`src/rtl/servo_pkg.sv`:
```
// Shared types and constants for the servo motion sequencer.
//  - pulse-width limits (us) used as defaults by the sequencer
//  - width_t / step_t payload types and the sequencer state encoding
package servo_pkg;

    localparam int unsigned MIN_US    = 1000;
    localparam int unsigned MAX_US    = 2000;
    localparam int unsigned CENTER_US = 1500;

    localparam int unsigned WIDTH_W = 16;
    localparam int unsigned STEP_W  = 8;

    typedef logic [WIDTH_W-1:0] width_t;
    typedef logic [STEP_W-1:0]  step_t;

    typedef enum logic [0:0] {
        IDLE = 1'b0,
        SCAN = 1'b1
    } seq_state_t;

endpackage

```
`src/rtl/tick_divider.sv`:
```
// Free-running clock divider producing a one-cycle update pulse.
// Ports:
//  clk   in   system clock
//  rst   in   synchronous reset, active-high (count and pulse cleared)
//  tick  out  registered pulse, high in the cycle the count equals DIV-1
module tick_divider #(
    parameter int unsigned DIV = 250_000
) (
    input  logic clk,
    input  logic rst,
    output logic tick
);

    localparam int unsigned CNT_W = (DIV > 1) ? $clog2(DIV) : 1;

    logic [CNT_W-1:0] cnt_q;

    // Count 0..DIV-1; tick is registered one count early so it lines up with DIV-1.
    always_ff @(posedge clk) begin
        if (rst) begin
            cnt_q <= '0;
            tick  <= 1'b0;
        end else begin
            if (cnt_q == CNT_W'(DIV - 1)) begin
                cnt_q <= '0;
            end else begin
                cnt_q <= cnt_q + CNT_W'(1);
            end
            tick <= (cnt_q == CNT_W'(DIV - 2));
        end
    end

endmodule

```
`src/rtl/servo_motion_sequencer.sv`:
```
// Slew-rate-limited position controller for the hobby-servo channels.
// Commands set a per-channel target and step; on every update tick one
// shared datapath walks each channel's current width toward its target.
// Ports:
//  clk, rst       clock and synchronous active-high reset
//  cmd_valid/ready, cmd_ch, cmd_width_us, cmd_step_us   command port
//  width_us       current width per channel, ch0 in [15:0]
//  busy           per-channel current != target
//  all_idle       no channel busy and sequencer idle
//  cmd_err        one-cycle pulse after a command to a nonexistent channel
//  tick           one-cycle pulse at each update instant
module servo_motion_sequencer
    import servo_pkg::*;
#(
    parameter int unsigned NUM_CH    = 5,
    parameter int unsigned CLK_HZ    = 50_000_000,
    parameter int unsigned UPDATE_HZ = 200,
    parameter int unsigned MIN_US    = servo_pkg::MIN_US,
    parameter int unsigned MAX_US    = servo_pkg::MAX_US,
    parameter int unsigned CENTER_US = servo_pkg::CENTER_US
) (
    input  logic                   clk,
    input  logic                   rst,
    input  logic                   cmd_valid,
    output logic                   cmd_ready,
    input  logic [2:0]             cmd_ch,
    input  logic [15:0]            cmd_width_us,
    input  logic [7:0]             cmd_step_us,
    output logic [NUM_CH*16-1:0]   width_us,
    output logic [NUM_CH-1:0]      busy,
    output logic                   all_idle,
    output logic                   cmd_err,
    output logic                   tick
);

    localparam int unsigned DIV   = CLK_HZ / UPDATE_HZ;
    localparam int unsigned IDX_W = (NUM_CH > 1) ? $clog2(NUM_CH) : 1;

    localparam logic [0:0] S_IDLE = IDLE;
    localparam logic [0:0] S_SCAN = SCAN;

    // A full scan plus the tick cycle must fit inside one update period.
    generate
        if (DIV < NUM_CH + 2) begin : g_div_check
            $error("servo_motion_sequencer: DIV must be >= NUM_CH+2");
        end
        if (NUM_CH > 8) begin : g_ch_check
            $error("servo_motion_sequencer: cmd_ch addresses at most 8 channels");
        end
    endgenerate

    width_t tgt_q  [NUM_CH];
    width_t cur_q  [NUM_CH];
    step_t  step_q [NUM_CH];

    logic [0:0]       state_q, state_d;
    logic [IDX_W-1:0] idx_q, idx_d;
    logic [NUM_CH-1:0] busy_d;

    logic             accept_c;
    logic             ch_ok_c;
    logic [IDX_W-1:0] cmd_idx_c;
    width_t           cmd_clamped_c;

    width_t           sel_tgt_c;
    width_t           sel_cur_c;
    step_t            sel_step_c;
    logic signed [16:0] diff_c;
    width_t           mag_c;
    width_t           upd_c;

    tick_divider #(
        .DIV (DIV)
    ) u_tick_divider (
        .clk  (clk),
        .rst  (rst),
        .tick (tick)
    );

    assign accept_c  = cmd_valid && cmd_ready;
    assign ch_ok_c   = 32'(cmd_ch) < NUM_CH;
    assign cmd_idx_c = IDX_W'(cmd_ch);

    // Clamp the requested width into the legal servo range.
    always_comb begin
        cmd_clamped_c = cmd_width_us;
        if (cmd_width_us < width_t'(MIN_US)) begin
            cmd_clamped_c = width_t'(MIN_US);
        end else if (cmd_width_us > width_t'(MAX_US)) begin
            cmd_clamped_c = width_t'(MAX_US);
        end
    end

    // Shared slew datapath for the channel selected by idx.
    always_comb begin
        sel_tgt_c  = tgt_q[idx_q];
        sel_cur_c  = cur_q[idx_q];
        sel_step_c = step_q[idx_q];
        diff_c     = $signed({1'b0, sel_tgt_c}) - $signed({1'b0, sel_cur_c});
        mag_c      = diff_c[16] ? WIDTH_W'(-diff_c) : WIDTH_W'(diff_c);
        upd_c      = sel_tgt_c;
        if (sel_step_c != '0 && mag_c > width_t'(sel_step_c)) begin
            if (diff_c[16]) begin
                upd_c = sel_cur_c - width_t'(sel_step_c);
            end else begin
                upd_c = sel_cur_c + width_t'(sel_step_c);
            end
        end
    end

    // Next-state: IDLE waits for tick, SCAN visits channels 0..NUM_CH-1.
    always_comb begin
        state_d = state_q;
        idx_d   = idx_q;
        case (state_q)
            S_IDLE: begin
                if (tick) begin
                    state_d = S_SCAN;
                    idx_d   = '0;
                end
            end
            S_SCAN: begin
                if (32'(idx_q) == NUM_CH - 1) begin
                    state_d = S_IDLE;
                    idx_d   = '0;
                end else begin
                    idx_d = idx_q + IDX_W'(1);
                end
            end
            default: begin
                state_d = S_IDLE;
                idx_d   = '0;
            end
        endcase
    end

    // Accepts and scans never overlap, so at most one source touches busy per cycle.
    always_comb begin
        busy_d = busy;
        if (accept_c && ch_ok_c) begin
            busy_d[cmd_idx_c] = (cmd_clamped_c != cur_q[cmd_idx_c]);
        end
        if (state_q == S_SCAN) begin
            busy_d[idx_q] = (upd_c != sel_tgt_c);
        end
    end

    always_ff @(posedge clk) begin
        if (rst) begin
            state_q   <= S_IDLE;
            idx_q     <= '0;
            cmd_ready <= 1'b1;
            cmd_err   <= 1'b0;
            busy      <= '0;
            all_idle  <= 1'b1;
            for (int unsigned i = 0; i < NUM_CH; i++) begin
                tgt_q[i]  <= width_t'(CENTER_US);
                cur_q[i]  <= width_t'(CENTER_US);
                step_q[i] <= '0;
            end
        end else begin
            state_q   <= state_d;
            idx_q     <= idx_d;
            cmd_ready <= (state_d == S_IDLE);
            cmd_err   <= accept_c && !ch_ok_c;
            busy      <= busy_d;
            all_idle  <= ~|busy_d && (state_d == S_IDLE);
            if (accept_c && ch_ok_c) begin
                tgt_q[cmd_idx_c]  <= cmd_clamped_c;
                step_q[cmd_idx_c] <= cmd_step_us;
            end
            if (state_q == S_SCAN) begin
                cur_q[idx_q] <= upd_c;
            end
        end
    end

    // Flatten current widths onto the output bus.
    generate
        for (genvar g = 0; g < int'(NUM_CH); g++) begin : g_width_out
            assign width_us[g*16 +: 16] = cur_q[g];
        end
    endgenerate

endmodule
```
`config.mk`:
```
export PLATFORM = sky130hd
export DESIGN_NAME = servo_motion_sequencer
export DESIGN_NICKNAME = d
export VERILOG_FILES = /design/src/rtl/servo_pkg.sv /design/src/rtl/tick_divider.sv /design/src/rtl/servo_motion_sequencer.sv
export SDC_FILE = /design/constraint.sdc
export NUM_CORES = 1
export LEC_CHECK = 0
export ABC_AREA = 0
export BUFFER_PORTS_ARGS = -buffer_cell sky130_fd_sc_hd__buf_2
export CAP_MARGIN = 20
export CORE_UTILIZATION = 34
export DETAILED_ROUTE_END_ITERATION = 7
export RECOVER_POWER = 100
export SETUP_SLACK_MARGIN = 0.3
export SLEW_MARGIN = 10
export SYNTH_ARGS = -nofsm -noshare
export SYNTH_HDL_FRONTEND = slang
export SYNTH_SLANG_ARGS = --single-unit
```
`constraint.sdc`:
```
create_clock -name clk -period 15.5 [get_ports clk]
set_input_delay 3.1 -clock clk [delete_from_list [all_inputs] [get_ports clk]]
set_output_delay 3.1 -clock clk [all_outputs]
set_load 0.1 [all_outputs]
```
==> results.ini, run 1 <==
[power]
ir_worst_vdd_v = 0.000107
clkPwrFrac = 0.377
cellPowerDensity_mw_per_mm2 = 107
p_int_w = 0.00169
seqPwrFrac = 0.469
p_sw_w = 0.000649
leakagePower_nw = 7.29
switching_share = 0.277
combPwrFrac = 0.154

[worst_setup_path]
worst_r2r_path_depth = 23
arrival_ns = 11.68
slowest_delay_ns = 2.66
cp_max_fo = 42
crit_chain = clkbuf_1 -> mux4_2 -> mux2i_1 -> inv_1 -> ha_1 -> nand2_1 -> nor4_1 -> o311ai_0 -> a31oi_1 -> clkbuf_1 -> o21ai_0 -> xnor2_1 -> ha_1 -> or4_1 -> o21ai_0 -> o21bai_1 -> xor2_1 -> xnor2_1 -> nand4_1 -> nor4_1 -> a41oi_1 -> nand2_1 -> o22ai_1
end_kind = flop
required_ns = 15.88
crit_slowest_cell = clkbuf_1
r2r_setup_slack_ns = 4.20
critPathKind = flop to flop
r2r-end = busy[2]
cp-start-kind = flop
cp_top_family = buffers and inverters
cp_num_buf_inv = 3

[clock_network]
path_clk_slew_ns = 0.06
cts_tree = built
clock_latency_ns = 0.57
numCtsBuffers = 38
clock-sinks = 354
root_buffer = clkbuf_16
htree_levels = 2
ctsResizeCount = 0
cts.path.max_buffers = 3
holdBufCountCts = 0
post_cts_buffers = 0

[timing]
min_period_ns = 11.30
report.final.setup_viol = 0
max_freq_ghz = 0.0885
finalHoldViolations = 0
finalCritPeriodShare = 0.729
rsz0062_at_grt = false
timing.final.ws_setup_ns = 4.20
worst_pin_slew_ns = 3.72
drv_slew = 329
slew_headroom = -1.48
finalSetupTns_ns = 0
skew_ns = 0.0150

[route]
drc = 0
drtIter0Drc = 1103
routedWlPerCell_um = 22.5
wirelength_um = 56000
dr.pass1.iters = 5
vias = 13300
via_per_inst = 5.33
antenna_left = 0

[logic_synthesis]
post-synth-top-area-cell = edfxtp_1
yosys-top-cells-area = edfxtp_1 50%, mux4_2 11%, dfxtp_1 3.6%
synthFlopType = edfxtp_1
ys_seq_area_frac = 0.539
synth_xor_area_frac = 0.0346
synthAdderAreaFrac = 0.0323
netlist_area_sq_mm = 0.0191
synthSimpleGateAreaFrac = 0.122
synth_top_area_share = 0.504
synth-compound-area-share = 0.0818
yosysMostFrequentCell = edfxtp_1
synthArstFlopShare = 0
synth_edf_count = 320
synthMuxAreaShare = 0.159
synth_seq_cells = 354
netlist_instances = 1484
synth_commonest_cells = 320 x edfxtp_1, 140 x nor2_1, 126 x nand2_1
synth_cell_types = 88
avgSynthCellArea_sq_um = 12.9
synth_warnings = 0
synth_top_family_by_area = multiplexers

[floorplanning]
die_w_um = 239
dieArea_sq_mm = 0.0571
coreArea_sq_mm = 0.0553
start_util = 0.345
row_count = 86
io_pins = 119
die_y_um = 239

[outcome]
status = finished, violations left
violations = capacitance limit, slew limit

[hold_path]
holdCritPathClass = flop to flop
holdPathEnd = u_tick_divider.cnt_q[0]
worstHoldStart = u_tick_divider.cnt_q[0]
hold_path_depth = 1

[placed_design]
portBuffers = 118
place_ws_ns = 6.93
gp_congestion = 0.908
dp_hpwl_um = 39700

[flow_run]
maxCapViolCount = 13

[global_route]
grt-ovfl-total = 0
grt_pass1_wl_um = 83100
grt_pass1_vias = 13100
gr-usage-all-layers = 0.198
grt_max_degree = 58
antenna_found_initial = 1

[finish]
drive_above_1_share = 0.133
seqCellArea_sq_mm = 0.0103
diodes = 0
multiInputGateArea_sq_mm = 0.00852
finalNetCount = 1790
area_growth_pct = 14.5
fill_cells = 5406

[state kept, by name, indices dropped and copies added (netlist names), 3 cells and up, named ones only]
| signal | cells |
|---|---|
| busy | 5 |
| cur_q | 128 |
| idx_q | 3 |
| step_q | 64 |
| tgt_q | 128 |
| u_tick_divider.cnt_q | 18 |
[how the worst max path moves through the flow]
stage / startpoint / end / slack (ns) / cells after the start
5_1_grt: flop / busy[1] / 3.38 / 23
4_1_cts: flop / busy[0] / 6.91 / 23
3_5_place_dp: flop / busy[0] / 6.93 / 23
3_3_place_gp: flop / busy[0] / 7.05 / 23
2_1_floorplan: flop / busy[3] / 7.86 / 31
6_report: flop / busy[2] / 4.20 / 23
[routing by layer]
metal	wire length, um	part of all wire	up-vias	track usage
li1	-	-	5990	-
met1	23700	0.42	6683	0.262
met2	26700	0.48	502	0.323
met3	3860	0.069	100	0.0361
met4	1800	0.032	2	0.0707
met5	13	0.00023	-	0
[layout make-up]
class,instances,share of cell area
flip-flops and latches,354,0.471
multi-input cells,1101,0.390
clock buffers,48,0.0471
well taps,748,0.0428
repair buffers,144,0.0280
inverters,73,0.0125
clock inverters,21,0.00819
[metrics by stage]
step            util  area (sq um)  total power, W  instances  hold WS [ns]
3_5_place_dp   0.380         21000         0.00149       2419         0.468
3_3_place_gp   0.379         21000         0.00149       2417         0.452
2_1_floorplan      -         19500         0.00139       1595         0.437
5_1_grt        0.395         21800         0.00242       2489         0.496
6_report       0.395         21800         0.00234       2489         0.473
4_1_cts        0.402         22200         0.00237       2488         0.481
[power groups by stage]
stage	clock network, W	logic [W]	registers [W]
5_1_grt	0.000933	0.000389	0.00110
6_report	0.000881	0.000361	0.00110
4_1_cts	0.000899	0.000377	0.00110
3_5_place_dp	0	0.000376	0.00112
3_3_place_gp	0	0.000370	0.00112
2_1_floorplan	0	0.000240	0.00115
[cells by family after synthesis]
kind of cell / after synthesis
AND/OR/NAND/NOR: 480
flip-flops: 354
AO/OA/AOI/OAI: 216
multiplexers: 173
buffers and inverters: 140
XOR/XNOR: 72
adder cells (fa/ha/maj): 48
other: 1
[cells in the final DEF, fill, tap and decap left out, drive strengths merged, types with 32 or more instances in the layout]
cell / n
mux2i: 48
mux4: 93
a21oi: 42
edfxtp: 320
inv: 75
nor2: 140
conb: 112
nand2: 126
clkbuf: 166
and2: 45
mux2: 32
dfxtp: 34
ha: 46
xnor2: 49
o21ai: 32
[worst register-to-register path: stages (launching register included)]
cell	delay (ns)
dfxtp_4	0.77
clkbuf_1	2.67
mux4_2	0.78
mux2i_1	0.88
inv_1	0.12
ha_1	0.41
nand2_1	0.21
nor4_1	0.49
o311ai_0	0.26
a31oi_1	0.22
clkbuf_1	0.73
o21ai_0	0.27
xnor2_1	0.23
ha_1	0.34
or4_1	0.58
o21ai_0	0.50
o21bai_1	0.14
xor2_1	0.43
xnor2_1	0.20
nand4_1	0.13
nor4_1	0.26
a41oi_1	0.20
nand2_1	0.20
o22ai_1	0.10
Power figures use the tool's default switching activity.
==> inputs of run 2 (changes only) <==
==> constraint.sdc (replaced) <==
create_clock -name clk -period 9.8 [get_ports clk]
set_input_delay 1.96 -clock clk [delete_from_list [all_inputs] [get_ports clk]]
set_output_delay 1.96 -clock clk [all_outputs]
set_load 0.1 [all_outputs]
==> run 2 against run 1 <==
Net effect: critical path depth down 1; worst hold slack better by 0.0020 ns; largest cell class unchanged; setup slack worse by 2.8 ns; cell area up 0.30%; the flow still finishes with violations (capacitance limit, slew limit); cell count up 0.16%; critical endpoint unchanged; combinational power up 62%; clock skew up 0.018 ns; register-to-register slack worse by 2.8 ns; sequential share of layout area down 0.15 points; first-iteration DRC count up 12%; core utilization up 0.12 points.
==> results.ini, run 2 (synthesized netlist as in run 1, its figures left out) <==
[finish]
area_growth_pct = 14.8
final_common_cell = edfxtp_1
most-common-layout-cells = 320 x edfxtp_1, 140 x nor2_1, 126 x nand2_1
finalNetCount = 1796  ; +0.34%
drive_above_1_share = 0.137  ; +0.00378
layout_top_registers = cur_q: 128 flops, tgt_q: 128 flops, step_q: 64 flops
multiInputGateArea_sq_mm = 0.00859  ; +0.84%
fill_cells = 5364  ; -0.78%
seqCellArea_sq_mm = 0.0103  ; about the same

[floorplanning]
row_count = 86  ; unchanged
coreArea_sq_mm = 0.0553  ; unchanged
die_w_um = 239  ; unchanged
die_y_um = 239  ; unchanged
start_util = 0.345  ; unchanged
io_pins = 119  ; unchanged
dieArea_sq_mm = 0.0571  ; unchanged

[clock_network]
clock-sinks = 354  ; unchanged
cts.path.max_buffers = 3  ; unchanged
clock_latency_ns = 0.58  ; about the same
cts_tree = built
root_buffer = clkbuf_16
holdBufCountCts = 0  ; unchanged
post_cts_buffers = 0  ; unchanged
htree_levels = 2  ; unchanged
numCtsBuffers = 40  ; +5.3%
ctsResizeCount = 0  ; unchanged
path_clk_slew_ns = 0.06  ; about the same

[worst_setup_path]
cp_num_buf_inv = 2  ; -1
cp_top_family = simple AND/OR/NAND/NOR gates
cp-start-kind = flop
cp_max_fo = 44  ; +4.8%
worst_r2r_path_depth = 22  ; -4.3%
end_kind = flop
r2r_setup_slack_ns = 1.36  ; -2.85 ns
crit_chain = buf_4 -> mux4_2 -> mux2i_1 -> ha_1 -> a211oi_2 -> nor4_1 -> o311ai_1 -> a31oi_1 -> buf_4 -> o21ai_0 -> xnor2_1 -> ha_1 -> or4_1 -> o21ai_0 -> o21bai_1 -> xor2_1 -> xnor2_1 -> nand4_1 -> nor4_1 -> a41oi_1 -> nand2_1 -> o22ai_1
crit_slowest_cell = dfxtp_2
r2r-end = busy[2]
slowest_delay_ns = 1.41  ; -1.25 ns
required_ns = 10.17  ; -5.71 ns
critPathKind = flop to flop
arrival_ns = 8.82  ; -2.86 ns

[placed_design]
gp_congestion = 0.912  ; +0.48%
portBuffers = 118  ; unchanged
dp_hpwl_um = 39900  ; +0.66%
place_ws_ns = 2.10  ; -4.84 ns

[global_route]
grtUsageMet3 = 0.0294  ; -0.00670
grt_max_degree = 52  ; -10%
grt_pass1_vias = 13500  ; +2.5%
antenna_found_initial = 1  ; unchanged
grt-ovfl-total = 0  ; unchanged
use_met2 = 0.328  ; +0.00537
grt-busiest-layer = met2
gr-usage-all-layers = 0.200  ; +0.00239
grt_pass1_wl_um = 84500  ; +1.7%
met1_usage = 0.268  ; +0.00621

[route]
drtIter0Drc = 1231  ; +12%
dr.pass1.iters = 5  ; unchanged
vias = 13500  ; +1.4%
drc = 0  ; unchanged
antenna_left = 0  ; unchanged
via_per_inst = 5.40  ; +1.2%
wirelength_um = 56400  ; +0.59%
routedWlPerCell_um = 22.6  ; +0.43%

[power]
leakagePower_nw = 7.27  ; -0.21%
total_power_w = 0.00369  ; +58%
ir_worst_vdd_v = 0.000164  ; +53%
cellPowerDensity_mw_per_mm2 = 169  ; +57%

[timing]
skew_ns = 0.0328  ; +0.0178 ns
timing.final.ws_setup_ns = 1.36  ; -2.85 ns
max_freq_ghz = 0.118  ; +34%
slew_headroom = -0.891  ; +0.591
finalCritPeriodShare = 0.862  ; +0.133
rsz0062_at_grt = false
report.final.setup_viol = 0  ; unchanged
finalHoldViolations = 0  ; unchanged
min_period_ns = 8.44  ; -2.85 ns
drv_slew = 272  ; -17%
finalSetupTns_ns = 0  ; unchanged
worst_pin_slew_ns = 2.84  ; -0.886 ns

[hold_path]
holdCritPathClass = flop to flop
holdPathEnd = u_tick_divider.cnt_q[0]
worstHoldStart = u_tick_divider.cnt_q[0]
hold_path_depth = 1  ; unchanged

[outcome]
status = finished, violations left
violations = capacitance limit, slew limit

[flow_run]
maxCapViolCount = 10  ; -3

## run 2: changes by cell type in the layout (fill, tap and decap cells not counted), moves of 2 or more
cell / delta
buf_4: +6
mux2i_1: -5
mux2i_4: +5
and2_0: +3
and2_1: -3
clkbuf_8: -2
## run 2: area by class of cell
| type | instances | area share |
|---|---|---|
| antenna | 1 | 0.000114 |
| clock buffer | 48 | 0.0471 |
| clock inverter | 20 | 0.00725 |
| inverter | 73 | 0.0125 |
| multi-input combinational | 1101 | 0.392 |
| sequential | 354 | 0.470 |
| tap | 748 | 0.0427 |
| timing repair buffer | 148 | 0.0285 |
## run 2: worst max path at each step
stage                     startpoint      endpoint  slack, ns  cells past startpoint
final                           flop       busy[2]       1.36                     22
after global routing            flop  cur_q[6][10]       0.74                     23
after CTS                       flop       busy[2]       2.04                     22
after detailed placement        flop       busy[1]       2.10                     22
after global placement          flop       busy[4]       2.09                     22
after floorplan                 flop       busy[3]       2.16                     31
## run 2: report_power, final
group	internal (W)	leakage, nW	switching (W)
Combinational	0.000185	3.47	0.000400
Clock	0.000759	0.577	0.000612
Sequential	0.00172	3.23	0.0000212
## run 2: through the flow
step	hold slack (ns)	cells	utilization	area (sq um)
2_1_floorplan	0.437	1595	-	19500
3_3_place_gp	0.456	2424	0.380	21000
3_5_place_dp	0.467	2424	0.380	21000
4_1_cts	0.481	2492	0.401	22200
5_1_grt	0.490	2492	0.396	21900
6_report	0.475	2493	0.396	21900
## run 2: metal layers
| metal | vias to the layer above | wire (um) |
|---|---|---|
| met5 | - | 10 |
| met4 | 2 | 1990 |
| met3 | 106 | 3920 |
| met2 | 549 | 26700 |
| met1 | 6818 | 23800 |
| li1 | 5987 | - |
